## src/rtl/mem_pkg.sv

```systemverilog
// Shared definitions for the row-memory read and write blocks: geometry defaults and FSM encoding.
package mem_pkg;

  localparam int unsigned ROWS_DEF   = 16;
  localparam int unsigned ADDR_W_DEF = 4;
  localparam int unsigned DATA_W_DEF = 32;
  localparam int unsigned WR_LAT_DEF = 2;

  // Latency counter holds up to WR_LAT-1 with WR_LAT <= 15
  localparam int unsigned CNT_W = 4;
  localparam int unsigned ST_W  = 2;

  localparam logic [ST_W-1:0] ST_IDLE   = 2'd0;
  localparam logic [ST_W-1:0] ST_WAIT   = 2'd1;
  localparam logic [ST_W-1:0] ST_COMMIT = 2'd2;

endpackage

```

## src/rtl/mem_wr_ctrl.sv

```systemverilog
// Write controller: request latching, fixed-latency sequencing, ready/busy/drop pulses.
// With BYTE_MASK_EN defined a per-byte enable is latched alongside the data.
module mem_wr_ctrl
  import mem_pkg::*;
#(
  parameter int unsigned ROWS   = ROWS_DEF,
  parameter int unsigned ADDR_W = ADDR_W_DEF,
  parameter int unsigned DATA_W = DATA_W_DEF,
  parameter int unsigned WR_LAT = WR_LAT_DEF
) (
  input  logic                clk,
  input  logic                rst_n,
  input  logic                valid_i,
  input  logic [ADDR_W-1:0]   row_i,
  input  logic [DATA_W-1:0]   data_i,
`ifdef BYTE_MASK_EN
  input  logic [DATA_W/8-1:0] be_i,
  output logic [DATA_W/8-1:0] wr_be_o,
`endif
  output logic                commit_c_o,
  output logic [ADDR_W-1:0]   wr_row_o,
  output logic [DATA_W-1:0]   wr_data_o,
  output logic                ready_o,
  output logic                busy_o,
  output logic                drop_o
);

  logic [ST_W-1:0]   state_q, state_d;
  logic [CNT_W-1:0]  cnt_q, cnt_d;
  logic [ADDR_W-1:0] row_q, row_d;
  logic [DATA_W-1:0] data_q, data_d;
  logic              ready_q, ready_d;
  logic              busy_q, busy_d;
  logic              drop_q, drop_d;
  logic              commit_c;
`ifdef BYTE_MASK_EN
  logic [DATA_W/8-1:0] be_q, be_d;
`endif

  // Next-state and pulse generation
  always_comb begin
    state_d  = state_q;
    cnt_d    = cnt_q;
    row_d    = row_q;
    data_d   = data_q;
    ready_d  = 1'b0;
    busy_d   = busy_q;
    drop_d   = 1'b0;
    commit_c = 1'b0;
`ifdef BYTE_MASK_EN
    be_d     = be_q;
`endif
    case (state_q)
      ST_IDLE: begin
        if (valid_i) begin
          if (32'(row_i) < ROWS) begin
            row_d   = row_i;
            data_d  = data_i;
`ifdef BYTE_MASK_EN
            be_d    = be_i;
`endif
            busy_d  = 1'b1;
            cnt_d   = CNT_W'(WR_LAT - 1);
            state_d = (WR_LAT == 1) ? ST_COMMIT : ST_WAIT;
          end else begin
            drop_d = 1'b1;
          end
        end
      end
      ST_WAIT: begin
        drop_d = valid_i;
        cnt_d  = cnt_q - CNT_W'(1);
        if (cnt_q <= CNT_W'(1)) begin
          state_d = ST_COMMIT;
        end
      end
      ST_COMMIT: begin
        drop_d   = valid_i;
        commit_c = 1'b1;
        ready_d  = 1'b1;
        busy_d   = 1'b0;
        cnt_d    = '0;
        state_d  = ST_IDLE;
      end
      default: begin
        state_d = ST_IDLE;
        busy_d  = 1'b0;
        cnt_d   = '0;
      end
    endcase
  end

  always_ff @(posedge clk or negedge rst_n) begin
    if (!rst_n) begin
      state_q <= ST_IDLE;
      cnt_q   <= '0;
      row_q   <= '0;
      data_q  <= '0;
      ready_q <= 1'b0;
      busy_q  <= 1'b0;
      drop_q  <= 1'b0;
`ifdef BYTE_MASK_EN
      be_q    <= '0;
`endif
    end else begin
      state_q <= state_d;
      cnt_q   <= cnt_d;
      row_q   <= row_d;
      data_q  <= data_d;
      ready_q <= ready_d;
      busy_q  <= busy_d;
      drop_q  <= drop_d;
`ifdef BYTE_MASK_EN
      be_q    <= be_d;
`endif
    end
  end

  assign commit_c_o = commit_c;
  assign wr_row_o   = row_q;
  assign wr_data_o  = data_q;
  assign ready_o    = ready_q;
  assign busy_o     = busy_q;
  assign drop_o     = drop_q;
`ifdef BYTE_MASK_EN
  assign wr_be_o    = be_q;
`endif

endmodule

```

## src/rtl/mem_row_writer.sv

```systemverilog
// Row memory write port: fixed-latency row writes with a combinational peek port.
// Define BYTE_MASK_EN to add a byte_en input that masks which bytes a commit updates.
module mem_row_writer
  import mem_pkg::*;
#(
  parameter int unsigned ROWS   = ROWS_DEF,
  parameter int unsigned ADDR_W = ADDR_W_DEF,
  parameter int unsigned DATA_W = DATA_W_DEF,
  parameter int unsigned WR_LAT = WR_LAT_DEF
) (
  input  logic                clk,
  input  logic                rst_n,
  input  logic [ADDR_W-1:0]   row,
  input  logic [DATA_W-1:0]   data,
  input  logic                input_valid,
`ifdef BYTE_MASK_EN
  input  logic [DATA_W/8-1:0] byte_en,
`endif
  output logic                ready,
  output logic                busy,
  output logic                drop,
  input  logic [ADDR_W-1:0]   peek_row,
  output logic [DATA_W-1:0]   peek_data
);

  logic              commit_c;
  logic [ADDR_W-1:0] wr_row;
  logic [DATA_W-1:0] wr_data;
  logic [DATA_W-1:0] mem_q [ROWS];
`ifdef BYTE_MASK_EN
  logic [DATA_W/8-1:0] wr_be;
`endif

  mem_wr_ctrl #(
    .ROWS   (ROWS),
    .ADDR_W (ADDR_W),
    .DATA_W (DATA_W),
    .WR_LAT (WR_LAT)
  ) u_ctrl (
    .clk        (clk),
    .rst_n      (rst_n),
    .valid_i    (input_valid),
    .row_i      (row),
    .data_i     (data),
`ifdef BYTE_MASK_EN
    .be_i       (byte_en),
    .wr_be_o    (wr_be),
`endif
    .commit_c_o (commit_c),
    .wr_row_o   (wr_row),
    .wr_data_o  (wr_data),
    .ready_o    (ready),
    .busy_o     (busy),
    .drop_o     (drop)
  );

  // Storage array; the latched row was range-checked at acceptance
  always_ff @(posedge clk or negedge rst_n) begin
    if (!rst_n) begin
      for (int i = 0; i < int'(ROWS); i++) begin
        mem_q[i] <= '0;
      end
    end else if (commit_c) begin
`ifdef BYTE_MASK_EN
      for (int b = 0; b < int'(DATA_W / 8); b++) begin
        if (wr_be[b]) begin
          mem_q[wr_row][8*b +: 8] <= wr_data[8*b +: 8];
        end
      end
`else
      mem_q[wr_row] <= wr_data;
`endif
    end
  end

  assign peek_data = (32'(peek_row) < ROWS) ? mem_q[peek_row] : '0;

endmodule

```

## config.mk

```make
export PLATFORM = sky130hd
export DESIGN_NAME = mem_row_writer
export DESIGN_NICKNAME = d
export VERILOG_FILES = /design/src/rtl/mem_pkg.sv /design/src/rtl/mem_wr_ctrl.sv /design/src/rtl/mem_row_writer.sv
export SDC_FILE = /design/constraint.sdc
export NUM_CORES = 1
export LEC_CHECK = 0
export CAP_MARGIN = 5
export CELL_PAD_IN_SITES_DETAIL_PLACEMENT = 0
export CELL_PAD_IN_SITES_GLOBAL_PLACEMENT = 1
export CORE_MARGIN = 1
export CORE_UTILIZATION = 50
export DETAILED_ROUTE_END_ITERATION = 8
export GPL_TIMING_DRIVEN = 1
export PLACE_DENSITY = 0.81
export SLEW_MARGIN = 10
export SYNTH_ARGS = -nofsm -noshare
export SYNTH_HDL_FRONTEND = slang
export SYNTH_SLANG_ARGS = --single-unit
export TNS_END_PERCENT = 1
```

## constraint.sdc

```tcl
create_clock -name clk -period 3.5 [get_ports clk]
set_input_delay 0.875 -clock clk [delete_from_list [all_inputs] [get_ports clk]]
set_output_delay 0.875 -clock clk [all_outputs]
set_load 0.05 [all_outputs]
```

==> impl_metrics.py <==
metrics = {
    "clock_tree": {
        "post_cts_buffers": 0,
        "postCtsHoldBufs": 0,
        "cts_resized": 0,
        "root_buffer": "clkbuf_16",
        "cts_buffers": 58,
        "path_clk_slew_ns": 0.06,
        "cts.sinks": 557,
        "cts_max_level": 2,
        "clockBufferDepth": 3,
        "cts_tree": "done",
        "clk_latency_ns": 0.61,
    },
    "run": {
        "drv_cap": 0,
    },
    "timing": {
        "setup_viol_count_final": 0,
        "fin_ws_ns": 0.0852,
        "fmax_mhz": 293,
        "finalCritPeriodShare_pct": 97.6,
        "maxSlewViolCount": 0,
        "fin_skew_ns": 0.0214,
        "final-hold-violation-count": 0,
        "worst_pin_slew_ns": 0.733,
        "finalCriticalPeriod_ns": 3.41,
        "setup_tns_ns": 0,
        "slew_headroom_pct": 51.1,
        "rsz0062_at_grt": "false",
        "hold_ws_ns": 0.239,
    },
    "global_route": {
        "antenna_found_initial": 1,
        "grt_max_degree": 82,
        "first_global_vias": 14772,
        "grt_overflow_total": 0,
        "grt_pass1_wl_um": 90400,
        "grt.total_usage_pct": 24.0,
    },
    "layout": {
        "layout.nets": 1637,
        "final-instance-count-excl-fill": 2248,
        "diodes": 0,
        "area_growth_syn_to_layout_pct": 15.9,
        "final_common_cell": "dfrtp_1",
        "final_cell_mix": "557 x dfrtp_1, 537 x mux2_2, 128 x mux4_2",
        "fillers": 3625,
        "drive_gt1_share_pct": 53.3,
    },
    "synthesis": {
        "synth_cell_types": 25,
        "netlist_area_um2": 24500,
        "yosys.area.top_type": "dfrtp_1",
        "syn_inst": 1524,
        "avgSynthCellArea_um2": 16.1,
        "ys.flop_type": "dfrtp_1",
        "synthArstFlopShare_pct": 100,
        "synth_enable_flop_cells": 0,
        "synthTopCellsByArea": "dfrtp_1 57%, mux2_2 25%, mux4_2 12%, a22oi_1 2.0%, buf_2 1.3%",
        "seq_area_frac_synth_pct": 56.8,
        "syn-num-nets": 1572,
        "synth_top_area_share_pct": 56.8,
        "ys_seq_elements": 557,
        "yosys_warnings": 0,
    },
    "worst_setup_path": {
        "start_kind": "input port",
        "reg2reg_to": "mem_q[41]$_DFFE_PN0P_",
        "regToRegStartpoint": "u_ctrl.state_q[0]$_DFFE_PN0P_",
        "cp-end-kind": "output pin",
        "ff2ff_path_depth": 8,
        "critPathArrivalTime_ns": 2.54,
        "worstSetupPathType": "in -> out",
        "path_max_fanout": 14,
        "r2r_slack_ns": 1.00,
        "crit_required_ns": 2.62,
    },
    "die": {
        "fp.dieH_um": 224,
        "ios": 78,
        "core.rowCount": 80,
        "die_x_um": 224,
        "die_area_um2": 50000,
        "initial_core_util_pct": 51.1,
        "core_area_um2": 48000,
    },
    "route": {
        "drt-total-wl_um": 57200,
        "ant_nets": 0,
        "drc_errors": 0,
        "vias": 13624,
        "routedWlPerCell_um": 25.4,
        "viasPerCell": 6.06,
        "drt_first_iter_violations": 934,
        "drtPass1Iterations": 4,
    },
    "power_and_ir_drop": {
        "p_clk_share_pct": 26.5,
        "vdd_drop_max_uv": 544,
        "p_seq_share_pct": 47.3,
        "power_uw": 23400,
        "cellInternalPower_uw": 16300,
        "power_frac_comb_pct": 26.2,
        "p_sw_share_pct": 30.3,
        "switching_power_uw": 7090,
        "power.density_nw_per_um2": 824,
        "leakage_uw": 0.0131,
    },
    "status": {
        "status": "completed",
    },
    "placed_design": {
        "gp_congestion": 0.753,
        "hpwl_um": 33700,
        "pre_cts_ws_ns": 0.0765,
        "dp_cells": 2144,
        "portBuffers": 77,
    },
    "min_path": {
        "hp-class": "in -> async",
    },
}
[metrics by stage]
| step | utilization, % | area (um2) |
|---|---|---|
| 2_1_floorplan | - | 24500 |
| 4_1_cts | 59.2 | 28400 |
| 6_report | 59.2 | 28400 |
| 5_1_grt | 59.2 | 28400 |
| 3_5_place_dp | 55.2 | 26500 |
| 3_3_place_gp | 55.2 | 26500 |
[power groups by stage]
| stage | registers, uW | clock network (uW) | logic (uW) |
|---|---|---|---|
| 5_1_grt | 11500 | 6590 | 6570 |
| 3_3_place_gp | 10900 | 0 | 5980 |
| 3_5_place_dp | 11100 | 0 | 6190 |
| 6_report | 11100 | 6210 | 6150 |
| 2_1_floorplan | 10100 | 0 | 5010 |
| 4_1_cts | 11100 | 6350 | 6220 |
[state kept, by name, summed over array words and instances (netlist names)]
name and cells:
mem_q 512, u_ctrl.wr_data_o 32, u_ctrl.cnt_q 4, u_ctrl.wr_row_o 4
u_ctrl.state_q 2, u_ctrl.busy_o 1, u_ctrl.drop_o 1, u_ctrl.ready_o 1
[synthesized netlist by cell type, types with 2 or more instances]
| cell type | instances |
|---|---|
| nand2b_1 | 4 |
| inv_1 | 4 |
| and2_1 | 2 |
| nor2b_1 | 5 |
| dfrtp_1 | 557 |
| mux2_1 | 12 |
| a22oi_1 | 64 |
| nor3_1 | 7 |
| mux2_2 | 537 |
| or3_1 | 3 |
| a21oi_1 | 5 |
| mux4_2 | 128 |
| nand3_1 | 2 |
| a22o_1 | 2 |
| buf_2 | 62 |
| or4_1 | 2 |
| nor2_1 | 11 |
| clkbuf_1 | 69 |
| nand2_1 | 38 |
| ha_1 | 5 |
[layer usage]
metal / up-vias / part of all wire [%] / GRT usage, %
met4: 0 / 1.9 / 5.66
li1: 5833 / - / -
met5: - / 0 / 0
met3: 75 / 4.0 / 3.75
met1: 7446 / 44 / 33.5
met2: 270 / 50 / 39.8
[how the worst max path moves through the flow]
stage / slack [ns] / start / depth (start not counted) / to
2_1_floorplan: 0.20 / peek_row[0] / 5 / peek_data[10]
3_3_place_gp: 0.08 / peek_row[0] / 6 / peek_data[17]
3_5_place_dp: 0.08 / peek_row[0] / 6 / peek_data[17]
4_1_cts: 0.07 / peek_row[0] / 6 / peek_data[1]
5_1_grt: 0.01 / peek_row[0] / 6 / peek_data[21]
6_report: 0.09 / peek_row[0] / 6 / peek_data[1]
[critical path, stage by stage]
cell      delay [ns]
clkbuf_8        0.26
buf_12          0.22
mux4_2          0.52
a22oi_1         0.27
nand2_1         0.15
buf_4           0.22
[final cells by class]
class	instances	area [um2]	area share, %
clock buffer	88	1730	6.06
clock inverter	16	206	0.726
inverter	4	15.0	0.0528
multi-input combinational	831	10100	35.6
sequential	557	13900	49.0
tap	615	769	2.70
timing repair buffer	137	1660	5.85
[logic make-up (layout without fill, tap and decap cells)]
group | count (synthesis) | in the layout | share of synthesized area (%)
simple gates | 75 | 75 | 1.40
mux | 677 | 677 | 36.9
buf+inv | 136 | 245 | 2.40
fa+ha+maj | 5 | 5 | 0.255
compound gates | 74 | 74 | 2.22
flops | 557 | 557 | 56.8
Power figures use the tool's default switching activity.
